**src/rtl/div_seq.sv**
```systemverilog
// Sequential restoring divider for DIV/DIVU: 32 iterations, result ready one edge after the last.
// Holds stall_req_out while busy; the result is held in END until start drops or annul flushes.
module div_seq #(
  parameter int DIV_W = 32
) (
  input  logic               clk,
  input  logic               rst,
  input  logic               div_start_in,
  input  logic               div_signed_in,
  input  logic               div_annul_in,
  input  logic [DIV_W-1:0]   div_src1_in,
  input  logic [DIV_W-1:0]   div_src2_in,
  output logic [2*DIV_W-1:0] div_result_out,
  output logic               div_ready_out,
  output logic               stall_req_out
);

  localparam int CNT_W = $clog2(DIV_W) + 1;
  localparam logic [DIV_W-1:0] L_ZERO = '0;

  typedef enum logic [1:0] {FREE, BY_ZERO, ON, END} state_t;

  state_t             r_state;
  state_t             w_next;
  logic [CNT_W-1:0]   r_cnt;
  logic [DIV_W-1:0]   r_dividend;
  logic [DIV_W-1:0]   r_divisor;
  logic [DIV_W:0]     r_rem;
  logic               r_qsign;
  logic               r_rsign;
  logic [2*DIV_W-1:0] r_result;
  logic               r_ready;

  logic               w_accept;
  logic               w_neg1;
  logic               w_neg2;
  logic               w_done;
  logic [DIV_W+1:0]   w_shift;
  logic [DIV_W+1:0]   w_trial;
  logic [DIV_W-1:0]   w_quot;
  logic [DIV_W-1:0]   w_remf;

  assign w_accept = div_start_in && !div_annul_in;
  assign w_neg1   = div_signed_in && div_src1_in[DIV_W-1];
  assign w_neg2   = div_signed_in && div_src2_in[DIV_W-1];
  assign w_done   = (r_cnt == CNT_W'(DIV_W));

  // Extra top bit of the trial difference is the borrow: set means restore.
  assign w_shift  = {r_rem, r_dividend[DIV_W-1]};
  assign w_trial  = w_shift - {2'b00, r_divisor};
  assign w_quot   = r_qsign ? (L_ZERO - r_dividend) : r_dividend;
  assign w_remf   = r_rsign ? (L_ZERO - r_rem[DIV_W-1:0]) : r_rem[DIV_W-1:0];

  always_ff @(posedge clk or negedge rst) begin
    if (!rst) r_state <= FREE;
    else      r_state <= w_next;
  end

  always_comb begin
    w_next = r_state;
    case (r_state)
      FREE: begin
        if (w_accept) w_next = (div_src2_in == L_ZERO) ? BY_ZERO : ON;
      end
      ON: begin
        if (div_annul_in) w_next = FREE;
        else if (w_done)  w_next = END;
      end
      BY_ZERO: w_next = div_annul_in ? FREE : END;
      END: begin
        if (div_annul_in || !div_start_in) w_next = FREE;
      end
      default: w_next = FREE;
    endcase
  end

  always_comb begin
    stall_req_out = 1'b0;
    case (r_state)
      FREE:    stall_req_out = w_accept;
      ON:      stall_req_out = 1'b1;
      BY_ZERO: stall_req_out = 1'b1;
      default: stall_req_out = 1'b0;
    endcase
  end

  always_ff @(posedge clk or negedge rst) begin
    if (!rst) begin
      r_cnt      <= '0;
      r_dividend <= '0;
      r_divisor  <= '0;
      r_rem      <= '0;
      r_qsign    <= 1'b0;
      r_rsign    <= 1'b0;
      r_result   <= '0;
      r_ready    <= 1'b0;
    end else begin
      case (r_state)
        FREE: begin
          if (w_accept) begin
            r_dividend <= w_neg1 ? (L_ZERO - div_src1_in) : div_src1_in;
            r_divisor  <= w_neg2 ? (L_ZERO - div_src2_in) : div_src2_in;
            r_qsign    <= w_neg1 ^ w_neg2;
            r_rsign    <= w_neg1;
            r_rem      <= '0;
            r_cnt      <= '0;
          end
        end
        ON: begin
          if (div_annul_in) begin
            r_result <= '0;
            r_ready  <= 1'b0;
          end else if (!w_done) begin
            r_rem      <= w_trial[DIV_W+1] ? w_shift[DIV_W:0] : w_trial[DIV_W:0];
            r_dividend <= {r_dividend[DIV_W-2:0], ~w_trial[DIV_W+1]};
            r_cnt      <= r_cnt + CNT_W'(1);
          end else begin
            r_result <= {w_remf, w_quot};
            r_ready  <= 1'b1;
          end
        end
        BY_ZERO: begin
          r_result <= '0;
          r_ready  <= !div_annul_in;
        end
        END: begin
          if (div_annul_in || !div_start_in) begin
            r_result <= '0;
            r_ready  <= 1'b0;
          end
        end
        default: begin
          r_result <= '0;
          r_ready  <= 1'b0;
        end
      endcase
    end
  end

  assign div_result_out = r_result;
  assign div_ready_out  = r_ready;

endmodule

```
**config.mk**
```make
export PLATFORM = sky130hd
export DESIGN_NAME = div_seq
export DESIGN_NICKNAME = d
export VERILOG_FILES = /design/src/rtl/div_seq.sv
export SDC_FILE = /design/constraint.sdc
export NUM_CORES = 1
export LEC_CHECK = 0
export CAP_MARGIN = 20
export CORE_ASPECT_RATIO = 1.1
export CORE_MARGIN = 2
export CORE_UTILIZATION = 59
export CTS_BUF_LIST = sky130_fd_sc_hd__clkbuf_8
export CTS_CLUSTER_SIZE = 10
export DETAILED_ROUTE_END_ITERATION = 8
export PLACE_DENSITY_LB_ADDON = 0.1
export SYNTH_ARGS = -nofsm -noshare
export SYNTH_HDL_FRONTEND = slang
export SYNTH_SLANG_ARGS = --single-unit
```
**constraint.sdc**
```tcl
create_clock -name clk -period 3.4 [get_ports clk]
set_input_delay 0.34 -clock clk [delete_from_list [all_inputs] [get_ports clk]]
set_output_delay 0.34 -clock clk [all_outputs]
set_load 0.02 [all_outputs]
```
[Word-level counts from Yosys, hierarchy flattened]
Index checks and enable logic that the tools add are counted.
Cells by class
  equality and inequality tests: 9
  add/sub/neg operators: 6
  bitwise gates (word level): 2
  reduce and logical (&&, ||, !) cells: 15
  multiplexer cells: 33
Operators by type and width (count)
  32-bit two-way mux: 7
  64-bit two-way mux: 3
  64-bit one-hot mux with 3 select lines: 1
  33-bit two-way mux: 4
  1-bit by 32-bit subtractor with 32-bit output (first input constant): 4
  33-bit one-hot mux with 2 select lines: 1
  32-bit one-hot mux with 2 select lines: 1
  34-bit by 32-bit subtractor with 34-bit output: 1
  32-bit zero test: 1
  6-bit two-way mux: 3
  2-bit two-way mux: 6
  6-bit one-hot mux with 2 select lines: 1
  2-bit != test (second input constant): 4
  2-bit one-hot mux with 4 select lines: 1
  6-bit by 1-bit adder with 6-bit output (second input constant): 1
  6-bit == test (second input constant): 1
  3-bit AND reduction: 2
  2-bit == test (second input constant): 2
  4-bit AND reduction: 1
  1-bit logical AND: 3
  1-bit two-way mux: 3
  3-bit != test (second input constant): 1
  1-bit one-hot mux with 3 select lines: 1
  3-bit nonzero test: 1
  other kinds (10): 11
Word-level totals
  logic and storage cells: 74
  input bits: 69
  output and inout port bits: 66
  flip-flop bits (word level): 172

[Longest topological paths before layout]
Gate-level depths: netlist (run 1).
  depth in word-level cells: 5
  mapped depth: 13
  mapped depth without buffers: 13

[Least setup slack after synthesis (run 1)]
OpenSTA, ideal clock, no wires.
  path kind: flip-flop to flip-flop
  start point: register r_rem[0]
  end point: register r_result[62] (netlist: div_result_out[62])
  setup slack: 0.354 ns
  library setup time: 0.129 ns
  data required time: 3.271 ns
  arrival: 2.918 ns
  path buffers: 0
  stages on the path, launching flop included: 12
  period minus slack after synthesis: 3.046 ns
  cells stage by stage: dfrtp_1 -> inv_1 -> ha_1 -> nand2b_1 -> or4_1 -> or2_4 -> or3_4 -> or3_4 -> or3_4 -> o31ai_4 -> xor2_1 -> o21ai_1
On the way
  cells in the longest elaborated chain, start to end: 5
RTL lines
  from (decl): line 28  | logic [DIV_W:0] r_rem;
  from (signal assigned): line 114  | r_rem <= w_trial[DIV_W+1] ? w_shift[DIV_W:0] : w_trial[DIV_W:0];
  1-bit by 32-bit subtractor with 32-bit output: line 52  | assign w_remf = r_rsign ? (L_ZERO - r_rem[DIV_W-1:0]) : r_rem[DIV_W-1:0];
  32-bit two-way mux: line 52
  64-bit two-way mux: line 113  | end else if (!w_done) begin
  64-bit two-way mux: line 110  | if (div_annul_in) begin
  64-bit one-hot mux with 3 select lines: line 98  | case (r_state)
  to (signal assigned): line 118  | r_result <= {w_remf, w_quot};
  to (decl): line 31  | logic [2*DIV_W-1:0] r_result;
Every way passes these cells. The select of a mux whose other input is x is not followed.
A chain may end at the register's enable or synchronous reset.

[Final worst setup path (run 1)]
  start point: register r_dividend[31]
  end point: register r_rem[18]
On the way
  cells in the longest elaborated chain, start to end: 5
RTL lines
  from (decl): line 26  | logic [DIV_W-1:0] r_dividend;
  from (signal assigned): line 101  | r_dividend <= w_neg1 ? (L_ZERO - div_src1_in) : div_src1_in;
  from (signal assigned): line 115  | r_dividend <= {r_dividend[DIV_W-2:0], ~w_trial[DIV_W+1]};
  34-bit by 32-bit subtractor with 34-bit output: line 50  | assign w_trial = w_shift - {2'b00, r_divisor};
  33-bit two-way mux: line 114
  33-bit two-way mux: line 113
  33-bit two-way mux: line 110
  33-bit one-hot mux with 2 select lines: line 98
Every way passes these cells. The select of a mux whose other input is x is not followed.

==> results.py, run 1 <==
metrics = {
    "logic_synthesis": {
        "synth_warnings": 0,
        "ys_top_cells_by_area": "dfrtp_1, o21ai_0, xor2_1",
        "yosysTopAreaCellShare_pct": 37.76,
        "ys_async_sr_fraction_pct": 100.0,
        "synth_edf_count": 0,
        "synth_nets": 1492,
        "synth_area_sq_mm": 0.01140,
        "synthCells": 1380,
        "synth_seq_cells": 172,
        "synth_top_area_cell": "dfrtp_1",
        "ys_types": 58,
        "synth_seq_area_share_pct": 37.76,
        "avgSynthCellArea_sq_um": 8.259,
        "ys.flop_type": "dfrtp_1",
        "ys_top_cells_by_count": "nand2_1, o21ai_0, dfrtp_1",
        "yosysMostFrequentCell": "nand2_1",
    },
    "setup_path": {
        "crit_required_ps": 3760,
        "end_kind": "flip-flop",
        "worst_ep_arrival_time_ps": 3590,
        "crit_type": "reg2reg",
        "startpoint_type": "flip-flop",
        "crit_fanout": 4,
    },
    "sta": {
        "fin_skew_ps": 16.34,
        "setup_viol": 0,
        "slew_headroom_pct": 35.74,
        "worst_slew_pin_slew_ps": 963.9,
        "min_period_ps": 3234,
        "fin_crit_sh_pct": 95.12,
        "drv_slew": 0,
        "max_freq_mhz": 309.2,
        "rsz0062_at_grt": "yes",
        "finalHoldViolCount": 0,
    },
    "grt": {
        "grt_max_degree": 95,
        "grt_pass1_wl_um": 47300,
        "antenna_found_initial": 0,
        "use_met1_pct": 45.60,
        "use_met2_pct": 42.30,
        "grt_pass1_vias": 9422,
        "grt_util_met3_pct": 4.031,
        "globalRouteOverflowTotal": 0,
        "grt_usage_pct": 29.12,
        "top_usage_layer": "met1",
    },
    "detailed_routing": {
        "vias": 10390,
        "drc": 0,
        "routed_wl_um": 29040,
        "viasPerCell": 5.916,
        "drt-initial-drc-count": 702,
        "drt_pass1_iterations": 6,
        "ant_nets": 0,
        "wire_per_inst_um": 16.53,
    },
    "final_layout": {
        "final_cell_count_no_fill": 1756,
        "fill_cells": 1611,
        "layout.nets": 1608,
        "drive_above_1_share_pct": 6.826,
        "areaGrowthSynthToFinish_pct": 19.10,
        "num_antenna_cells": 0,
    },
    "place": {
        "gp_congestion": 0.9658,
        "placed_cells": 1721,
        "io_buffers": 134,
        "hpwl_um": 21530,
    },
    "flow_run": {
        "drv_cap": 0,
    },
    "power_and_ir_drop": {
        "report.power.total_w": 0.01463,
        "power_leakage_nw": 5.781,
        "peakVddDrop_mv": 0.6575,
        "power_density_mw_per_mm2": 1077,
    },
    "clock_tree": {
        "cts_tree": "built",
        "cts.sinks": 172,
        "cts_max_level": 4,
        "worstSkewPairLatency_ps": 470,
        "cts_buffer_depth": 2,
        "clockRootBuffer": "clkbuf_8",
        "cts_buffers": 17,
        "clkTransAtPathRegs_ps": 100,
    },
    "outcome": {
        "outcome": "complete, no violations",
    },
    "die": {
        "ios": 135,
        "die_h_um": 149.8,
        "core.rowCount": 53,
        "dieWidth_um": 136.5,
        "start_util_pct": 59.88,
        "core_region_area_sq_mm": 0.01903,
        "die-area_sq_mm": 0.02045,
    },
    "worst_hold_path": {
        "hp-class": "in2async",
    },
}
==> cell usage in the layout, fill, tap and decap left out, drive strengths merged, types with 15 or more instances in the layout <==
| cell type | Yosys | final |
|---|---|---|
| buf | 7 | 39 |
| nor3 | 21 | 21 |
| mux2i | 29 | 29 |
| or3 | 25 | 25 |
| xnor2 | 54 | 54 |
| or4 | 15 | 15 |
| clkdlybuf4s50 | 0 | 133 |
| nor2 | 74 | 74 |
| inv | 54 | 62 |
| ha | 42 | 42 |
| dfrtp | 172 | 172 |
| nand3 | 45 | 45 |
| nand2 | 214 | 214 |
| clkbuf | 69 | 18 |
| o31ai | 43 | 43 |
| a21oi | 83 | 83 |
| o21ai | 208 | 208 |
| xor2 | 93 | 93 |
==> area by class of cell <==
class                   instances  area (sq um)  area share, %
multi-input cells            1078          6666          49.11
flip-flops and latches        172          4305          31.72
repair buffers                173          1688          12.43
well taps                     247         309.0          2.277
clock buffers                  18         247.7          1.825
inverters                      54         202.7          1.493
clock inverters                14         155.1          1.143
==> stage by stage <==
step | setup WS (ps) | hold slack, ps | util [%] | TNS, ps | cell area, sq um
after floorplan | 353.5 | 44.41 | - | 0 | 11400
after global placement | 213.5 | 459.7 | 68.96 | 0 | 13130
after detailed placement | 151.5 | 463.9 | 68.96 | 0 | 13130
after CTS | 108.7 | 489.8 | 71.13 | 0 | 13540
after global routing | -109.7 | 510.6 | 71.32 | -436.9 | 13570
final | 165.8 | 486.1 | 71.32 | 0 | 13570
==> state kept, by name, summed over array words and instances (netlist names) <==
signal	cells
r_rem	33
r_rsign	1
r_qsign	1
r_cnt	6
r_divisor	32
div_result_out	64
r_state	2
div_ready_out	1
r_dividend	32
==> per-layer routing <==
metal / vias to the layer above / share of wire (%)
met5: - / 0
met4: 0 / 1.0
met3: 23 / 7.0
met2: 366 / 44
met1: 4916 / 48
li1: 5084 / -
==> power breakdown <==
part / leakage [nW] / switching, W / internal, W / total, W
clock: 0.206 / 0.000854 / 0.000632 / 0.00149
sequential: 2.22 / 0.000918 / 0.00291 / 0.00383
combinational: 3.35 / 0.00537 / 0.00394 / 0.00931
==> final timing paths <==
path / start / endpoint / slack (ps) / cells after the start
max: r_dividend[31]$_DFFE_PN0P_ / r_rem[18]$_DFFE_PN0P_ / 170 / 13
min: rst / div_result_out[50]$_DFFE_PN0P_ / 490 / 2
max reg2reg: r_dividend[31]$_DFFE_PN0P_ / r_rem[18]$_DFFE_PN0P_ / 170 / 13
min reg2reg: r_divisor[24]$_DFFE_PN0P_ / r_divisor[24]$_DFFE_PN0P_ / 490 / 2
max in group asynchronous: rst / r_rem[25]$_DFFE_PN0P_ / 2130 / 3
min in group clk: r_divisor[24]$_DFFE_PN0P_ / r_divisor[24]$_DFFE_PN0P_ / 490 / 2
==> worst max-delay path, cell delays in order, from the launching register on <==
cell      delay (ps)
dfrtp_1          370
inv_1             80
ha_1             210
inv_1             70
fa_1             230
a211oi_1          90
o21ai_0          340
a211oi_2         120
o31a_1           320
o31ai_1          620
a21o_1           220
a21oi_1           70
mux2i_1          120
a211o_1          260
==> cells by family (layout without fill, tap and decap cells) <==
family / after synthesis / count (layout) / share of synthesized area [%]
compound gates: 406 / 406 / 20.84
simple gates: 452 / 452 / 18.38
flops: 172 / 172 / 37.76
xor+xnor: 147 / 147 / 11.30
mux: 30 / 30 / 2.646
fa+ha+maj: 43 / 43 / 4.786
buf+inv: 130 / 259 / 4.292
==> timing repair <==
item / 4_1_cts / 5_1_grt
endpoints found under the hold margin: 91 / 0
hold buffers: 1 / 0
setup endpoints to repair: 0 / 8
buffers inserted: 0 / 2
resized for setup: 0 / 5
No activity file was read; power rests on OpenSTA's default activity.
==> run 2: changes to the inputs <==
--- a/config.mk
+++ b/config.mk
@@ -8,8 +8,7 @@
 export CAP_MARGIN = 20
 export CORE_ASPECT_RATIO = 1.1
 export CORE_MARGIN = 2
-export CORE_UTILIZATION = 59
-export CTS_BUF_LIST = sky130_fd_sc_hd__clkbuf_8
+export CORE_UTILIZATION = 54
 export CTS_CLUSTER_SIZE = 10
 export DETAILED_ROUTE_END_ITERATION = 8
 export PLACE_DENSITY_LB_ADDON = 0.1
==> run 2 against run 1 <==
Against the previous run:
- clock-buffer cell count down 1
- register-to-register slack barely moved
- wire length is 2.1% higher
- total power grew 3.4%
- critical path depth fell by 3
- non-clock buffer count grew 7
- clock power is 38% higher
- maximum frequency barely moved
- worst setup slack lost 2.5 ps
- final cell count is 0.91% higher
- sequential share of layout area decreased by 0.61 points
==> results.py, run 2 (synthesis gave the netlist of run 1 again) <==
metrics = {
    "detailed_routing": {
        "drt_pass1_iterations": 6,
        "ant_nets": 0,
        "viasPerCell": 5.820,
        "drc": 0,
        "drt-initial-drc-count": 729,
        "wire_per_inst_um": 16.73,
        "routed_wl_um": 29650,
        "vias": 10310,
    },
    "setup_path": {
        "cpMaxStageDelayCell": "or4_4",
        "timing.rr.start": "r_dividend[0]$_DFFE_PN0P_",
        "startpoint_type": "flip-flop",
        "rrSetupSlack_ps": 160,
        "rr_worst_depth": 10,
        "path_buf_inv": 1,
        "crit_required_ps": 3680,
        "cp_top_family": "simple AND/OR/NAND/NOR gates",
        "crit_type": "reg2reg",
        "crit_fanout": 6,
        "cpPeakStageDelay_ps": 480,
        "cp_cell_sequence": "inv_1, ha_1, nand2_1, or2_2, or4_4, or3_1, or4_1, o21ai_1, xor2_1, o21ai_0",
        "reg2reg_to": "div_result_out[26]$_DFFE_PN0P_",
        "end_kind": "flip-flop",
        "worst_ep_arrival_time_ps": 3520,
        "crit_path_start": "r_dividend[0]$_DFFE_PN0P_",
    },
    "worst_hold_path": {
        "holdPathEnd": "div_result_out[61]$_DFFE_PN0P_",
        "hold_path_depth": 2,
        "hp-start": "div_result_out[61]$_DFFE_PN0P_",
        "hp-class": "reg2reg",
    },
    "clock_tree": {
        "clockRootBuffer": "clkbuf_16",
        "cts_tree": "built",
        "cts_buffers": 17,
        "cts_max_level": 4,
        "clkTransAtPathRegs_ps": 80,
        "cts.sinks": 172,
        "cts_buffer_depth": 2,
        "worstSkewPairLatency_ps": 440,
    },
    "grt": {
        "antenna_found_initial": 0,
        "grt_pass1_vias": 9488,
        "grt_pass1_wl_um": 48470,
        "globalRouteOverflowTotal": 0,
        "grt_usage_pct": 27.24,
        "grt_max_degree": 75,
    },
    "final_layout": {
        "drive_above_1_share_pct": 7.256,
        "utilization_pct": 67.01,
        "largest_reg_flops": 64,
        "final_common_cell": "nand2_1",
        "num_antenna_cells": 0,
        "areaGrowthSynthToFinish_pct": 21.39,
        "final_cell_count_no_fill": 1772,
        "layout.nets": 1615,
        "final_cell_mix": "nand2_1, o21ai_0, dfrtp_1",
        "design_area_sq_mm": 0.01383,
    },
    "die": {
        "dieWidth_um": 142.5,
        "ios": 135,
        "core.rowCount": 55,
        "die_h_um": 156.4,
        "die-area_sq_mm": 0.02229,
        "start_util_pct": 55.21,
        "core_region_area_sq_mm": 0.02064,
    },
    "sta": {
        "fin_skew_ps": 11.46,
        "max_freq_mhz": 308.9,
        "timing.hold.ws_ps": 476.8,
        "worst_slew_pin_slew_ps": 898.4,
        "min_period_ps": 3237,
        "drv_slew": 0,
        "finalHoldViolCount": 0,
        "setup_viol": 0,
        "slew_headroom_pct": 40.11,
        "rsz0062_at_grt": "no",
        "setup_tns_ps": 0,
        "fin_crit_sh_pct": 95.20,
    },
    "power_and_ir_drop": {
        "power_density_mw_per_mm2": 1093,
        "peakVddDrop_mv": 0.8169,
        "power_leakage_nw": 5.902,
    },
    "outcome": {
        "outcome": "complete, no violations",
    },
    "place": {
        "placed_cells": 1738,
        "gp_congestion": 0.9518,
        "post_dp_cell_area_sq_mm": 0.01317,
        "hpwl_um": 22260,
        "io_buffers": 134,
    },
    "flow_run": {
        "drv_cap": 0,
    },
}
-- run 2: worst max path at each step --
stage,endpoint,slack [ps],cells after the start
global placement,div_result_out[62]$_DFFE_PN0P_,210,11
CTS,div_result_out[26]$_DFFE_PN0P_,140,9
detailed placement,r_dividend[28]$_DFFE_PN0P_,150,12
finish,div_result_out[26]$_DFFE_PN0P_,160,10
global route,r_rem[30]$_DFFE_PN0P_,10,13
floorplan,div_result_out[62]$_DFFE_PN0P_,350,11
-- run 2: report_power, final --
group	switching [W]	leakage [nW]	internal [W]
combinational	0.00535	3.38	0.00389
clock	0.000977	0.300	0.00107
sequential	0.000921	2.22	0.00291
total	0.00725	5.90	0.00787
-- run 2: final cells by class --
class / count / area [sq um]
fill: 1775 / 6810
multi-input combinational: 1078 / 6668
sequential: 172 / 4304
timing repair buffer: 180 / 1715
clock buffer: 17 / 425.4
tap: 256 / 320.3
inverter: 54 / 202.7
clock inverter: 15 / 198.9
-- run 2: timing repair --
item | CTS | global route
hold endpoints to repair | 71 | 0
buffers inserted | 0 | 1
endpoints found under the setup margin | 0 | 28
hold buffers | 1 | 0
gates resized for setup | 0 | 4
-- run 2: worst min-delay path: stages (launching register included) --
cell     delay [ps]
dfrtp_1         340
nand2_1          50
o21ai_0          60
-- run 2: per-stage QoR --
step                      setup slack [ps]  power, W
after detailed placement             145.5   0.01292
after floorplan                      353.5   0.01015
final                                163.2   0.01512
after global routing                 14.61   0.01637
after global placement               205.8   0.01274
after CTS                            144.4   0.01505
-- run 2: routing by layer --
metal	GRT usage [%]	vias to the layer above	wire [um]
li1	-	5095	-
met1	42.35	4843	14690
met2	40.32	348	12730
met3	3.550	27	1871
met4	6.318	0	362
met5	0	-	0
==> RTL change 1: new RTL, flow settings as in run 2 <==
The 4 states of `state_t` get a one-hot encoding in 4 bits.
--- a/src/rtl/div_seq.sv
+++ b/src/rtl/div_seq.sv
@@ -19,5 +19,5 @@
   localparam logic [DIV_W-1:0] L_ZERO = '0;
 
-  typedef enum logic [1:0] {FREE, BY_ZERO, ON, END} state_t;
+  typedef enum logic [3:0] {FREE = 4'b0001, BY_ZERO = 4'b0010, ON = 4'b0100, END = 4'b1000} state_t;
 
   state_t             r_state;
Check against the original RTL: same outputs for any inputs over 10 cycles, from zero or initial values and one cycle with rst low; not proved beyond that.
==> RTL change 1 against run 2 <==
Critical endpoint is now r_rem[28]$_DFFE_PN0P_; cell area increased by 1.9%; worst setup slack worse by 0.0065 ns; power is 28% lower; sequential cell count increased by 2; routed wire length grew 0.39%; area after synthesis rose by 1.4%; first-iteration DRC count rose by 12%.
==> RTL change 1: results (changes against run 2) <==
Status
The run finished with clean final reports.

Critical path
In this run the critical register-to-register path is captured at r_rem[28]$_DFFE_PN0P_. In this run the worst setup path terminates at r_rem[28]$_DFFE_PN0P_. The number of cells on the worst reg-to-reg path is 15 (+5). The largest individual stage delay along the critical path comes from the cell sky130_fd_sc_hd__fa_1. The worst stage delay on the critical path came to 0.43 ns (-0.05 ns). The startpoint of the worst-slack reg-to-reg timing path is r_dividend[31]$_DFFE_PN0P_. The arrival time reported for the critical path endpoint is 3.54 ns (+0.02 ns). The largest driver fanout on the critical path was 3 (-3). The start point of the critical path is r_dividend[31]$_DFFE_PN0P_.

In this design, the largest share of critical-path delay is due to compound AO/OA/AOI/OAI gates.

Route
The initial detailed-routing violation count was 814 (+12%). The total length of routed wires came to 29.8 mm (+0.39%). The post-detailed-route via-to-cell ratio is 5.70 (-2.0%). The via count of the routed design was 10600 (+2.5%). The number of iterations in the first detailed-routing pass is 5 (-1).

Power and ir drop
The maximum resistive drop on vdd is 0.489 mV (-40%). The switching part of the total was 45.3% (-2.7 points). The ratio of total power to cell area came to 776 nW/um^2 (-29%). The clock group share of total power is 17.5% (+4.0 points). The power share of the combinational group is 52.5% (-8.6 points). The leakage dissipation is 6.05 nW (+2.5%).

Yosys
Ranked by total cell area, the synthesized netlist is headed by sky130_fd_sc_hd__dfrtp_1 (37%), sky130_fd_sc_hd__nand2_1 (7.6%), sky130_fd_sc_hd__xor2_1 (6.7%), sky130_fd_sc_hd__o21ai_0 (5.7%), sky130_fd_sc_hd__xnor2_1 (4.2%). The commonest cells after synthesis are sky130_fd_sc_hd__nand2_1 (234), sky130_fd_sc_hd__dfrtp_1 (173), sky130_fd_sc_hd__o21ai_0 (131), sky130_fd_sc_hd__xor2_1 (88), sky130_fd_sc_hd__a21oi_1 (87). The synthesized netlist net count is 1532 (+2.7%). The number of cells produced by synthesis is 1424 (+3.2%). The sequential element share of the synthesized area was 37.7% (-0.059 points).

CTS
The number of buffers inserted during clock tree synthesis is 17 (unchanged).

Place
The routability congestion estimate from global placement was 0.874 (-8.2%). The worst slack after detailed placement was 0.0548 ns (-0.0907 ns). The post-detailed-placement half-perimeter wirelength was 22.3 mm (+0.16%). The number of placed cells counting well taps is 1822 (+4.8%).

Layout
The layout cell share with drive strength beyond 1 was 6.84% (-0.42 points). The fill cell instance count of the final layout came to 1873 (+5.5%). The number of nets in the layout is 1660 (+2.8%).

The flip-flop count of the largest register after layout is 64 (unchanged).

Timing
The highest clock rate is 308 MHz (-0.20%). The worst-case headroom to the max-slew limit is 36.7% (-3.4 points). The worst clock skew is 0.0146 ns (+0.00312 ns).

Min path
The type of the most critical hold path is in -> async.

Global route
The aggregate global-route resource usage came to 27.1% (-0.12 points). The via count of the first global-routing pass was 9822 (+3.5%). The global-route wire length before repair is 49.5 mm (+2.1%). The maximum number of pins on one net before global-route repair is 83 (+11%).
[RTL change 1: cell types whose count changed after synthesis, moves of 6 or more]
cell                              run 2  this run
sky130_fd_sc_hd__mux2i_1             29         6
sky130_fd_sc_hd__a221o_1              0         6
sky130_fd_sc_hd__nor3_1              21        29
sky130_fd_sc_hd__o211ai_1             3        30
sky130_fd_sc_hd__nor2_1              74        85
sky130_fd_sc_hd__o21ai_0            204       131
sky130_fd_sc_hd__o21ai_1              4        49
sky130_fd_sc_hd__o31ai_1             42        26
sky130_fd_sc_hd__nand4_1              9        30
sky130_fd_sc_hd__nand2_1            214       234
[RTL change 1: repair_timing]
item	CTS	global route
gates resized for setup	0	5
hold endpoints to repair	66	0
setup endpoints to repair	0	4
hold buffers	1	0
[RTL change 1: cells by family (layout without fill, tap and decap cells)]
group | Yosys count | in the layout | share of synthesized area (%)
buf+inv | 137 | 278 | 4.46
flops | 174 | 174 | 37.7
fa+ha+maj | 39 | 39 | 4.29
mux | 6 | 6 | 0.520
simple gates | 519 | 519 | 21.0
compound gates | 405 | 405 | 21.1
xor+xnor | 144 | 144 | 10.9
[RTL change 1: cell type report]
class                      instances  area share [%]
inverter                          58            1.54
multi-input combinational       1113            47.7
tap                              290            2.57
clock inverter                    15            1.06
sequential                       174            30.9
clock buffer                      17            3.02
timing repair buffer             188            13.2
[RTL change 1: routing by layer]
layer / wire (um) / up-vias / global-route usage [%]
met3: 1460 / 8 / 3.35
met2: 14000 / 264 / 44.3
met4: 152 / 0 / 5.09
met5: 0 / - / 0
li1: - / 5312 / -
met1: 14100 / 4991 / 39.1
[RTL change 1: stage by stage]
stage / instance area, um^2 / utilization [%]
floorplan: 11600 / -
global placement: 13500 / 63.8
detailed placement: 13500 / 63.8
CTS: 14100 / 66.6
global route: 14100 / 66.6
finish: 14100 / 66.6
==> RTL change 2: new RTL, settings of run 2 <==
Made on the original files. Set the parameter `DIV_W` to 16 (it was 32).
--- a/src/rtl/div_seq.sv
+++ b/src/rtl/div_seq.sv
@@ -2,5 +2,5 @@
 // Holds stall_req_out while busy; the result is held in END until start drops or annul flushes.
 module div_seq #(
-  parameter int DIV_W = 32
+  parameter int DIV_W = 16
 ) (
   input  logic               clk,
Interface: changed (resized div_result_out, div_src1_in and div_src2_in); port bits go from 135 to 71. The function was not compared with the original's and may differ.
==> RTL change 2 against run 2 <==
Critical path depth fell by 1; clock power fell by 55%; routed wire length fell by 55%; sequential power fell by 50%; cell area fell by 50%; fmax rose by 5.4%; power fell by 58%; non-clock buffer count fell by 100; core utilization fell by 0.55 points; critical endpoint is now r_rem[2]$_DFFE_PN0P_; worst setup slack improved by 0.16 ns; area after synthesis fell by 49%; worst hold slack got worse by 0.33 ns; sequential cell count fell by 81.
==> RTL change 2: results (changes against run 2) <==
Place
The worst slack after detailed placement was 0.387 ns (+0.242 ns). The number of placed cells counting well taps is 888 (-49%). The routability congestion estimate from global placement was 0.950 (-0.21%). The area after detailed placement is 6710 um^2 (-49%). The count of port buffers added during placement is 70 (-48%).

Power and ir drop
The net load switching power is 2.92 mW (-60%). The leakage dissipation is 3.09 nW (-48%).

Layout
The layout cell share with drive strength beyond 1 is 4.61% (-2.6 points). The number of nets in the layout is 820 (-49%). The flip-flop count of the largest register after layout is 32 (-50%).

Status
The run finished with clean final reports.

Yosys
The commonest cells after synthesis are sky130_fd_sc_hd__nand2_1 (114), sky130_fd_sc_hd__o21ai_0 (96), sky130_fd_sc_hd__dfrtp_1 (91), sky130_fd_sc_hd__nor2_1 (45), sky130_fd_sc_hd__a21oi_1 (43). The sequential element share of the synthesized area came to 38.8% (+1.1 points). The mean post-synth cell area is 8.45 um^2 (+2.3%).

Route
The detailed-route wire length on metal 1 is 6.35 mm (-57%). The routed length on met3 was 541 um (-71%). The number of iterations in the first detailed-routing pass was 5 (-1).

Min path
The worst hold path belongs to the class in -> async.

Global route
The met2 usage is 39.0% (-1.3 points). The global-route track usage on met3 was 3.89% (+0.34 points). The via count of the first global-routing pass is 4889 (-48%). The maximum number of pins on one net before global-route repair was 79 (+5.3%).

CTS
The clock input transition at the sequential cells of the worst setup and hold paths is 0.06 ns (-0.02 ns).

Critical path
The reg-to-reg setup timing slack is 0.33 ns (+0.16 ns). The number of cells on the worst reg-to-reg path is 9 (-1). The worst register-to-register path begins at r_rem[3]$_DFFE_PN0P_. The arrival time reported for the critical path endpoint is 3.29 ns (-0.23 ns).
[RTL change 2: changes by cell type after synthesis, moves of 16 or more]
| cell | delta |
|---|---|
| sky130_fd_sc_hd__o21ai_0 | -108 |
| sky130_fd_sc_hd__ha_1 | -16 |
| sky130_fd_sc_hd__xnor2_1 | -23 |
| sky130_fd_sc_hd__nor2_1 | -29 |
| sky130_fd_sc_hd__a21oi_1 | -40 |
| sky130_fd_sc_hd__clkbuf_1 | -43 |
| sky130_fd_sc_hd__xor2_1 | -59 |
| sky130_fd_sc_hd__inv_1 | -21 |
| sky130_fd_sc_hd__nand3_1 | -37 |
| sky130_fd_sc_hd__nand2_1 | -100 |
| sky130_fd_sc_hd__dfrtp_1 | -81 |
| sky130_fd_sc_hd__o31ai_1 | -32 |
[RTL change 2: area by class of cell]
| type | instances | area (um^2) | area share [%] |
|---|---|---|---|
| repair buffers | 80 | 773 | 11.1 |
| multi-input cells | 541 | 3350 | 48.1 |
| inverters | 33 | 124 | 1.78 |
| clock inverters | 4 | 28.8 | 0.413 |
| clock buffers | 10 | 239 | 3.43 |
| well taps | 143 | 179 | 2.57 |
| flip-flops and latches | 91 | 2280 | 32.7 |
[RTL change 2: power groups by stage]
stage | clock network (mW) | registers (mW) | logic, mW
CTS | 0.931 | 1.93 | 3.58
finish | 0.920 | 1.93 | 3.57
detailed placement | 0 | 1.94 | 3.55
global route | 0.988 | 2.00 | 4.02
global placement | 0 | 1.91 | 3.48
floorplan | 0 | 1.95 | 2.51
[RTL change 2: cells by family (layout without fill, tap and decap cells)]
family                     Yosys count  after routing  synth area share (%)
AOI/OAI and AO/OA                  205            205                  21.0
xor gates and xnor gates            65             65                  9.71
adders and majority gates           27             27                  5.89
buffers and inverters               62            127                  4.10
DFF                                 91             91                  38.8
muxes                               14             14                  2.39
and+or+nand+nor                    230            230                  18.1
[RTL change 2: how the worst max path moves through the flow]
| stage | startpoint | end | slack (ns) |
|---|---|---|---|
| floorplan | r_dividend[15]$_DFFE_PN0P_ | r_rem[16]$_DFFE_PN0P_ | 0.75 |
| global placement | r_rem[3]$_DFFE_PN0P_ | r_rem[1]$_DFFE_PN0P_ | 0.51 |
| detailed placement | r_rem[3]$_DFFE_PN0P_ | r_rem[2]$_DFFE_PN0P_ | 0.39 |
| CTS | r_rem[3]$_DFFE_PN0P_ | r_rem[2]$_DFFE_PN0P_ | 0.35 |
| global route | r_rem[3]$_DFFE_PN0P_ | r_rem[7]$_DFFE_PN0P_ | 0.14 |
| finish | r_rem[3]$_DFFE_PN0P_ | r_rem[2]$_DFFE_PN0P_ | 0.33 |
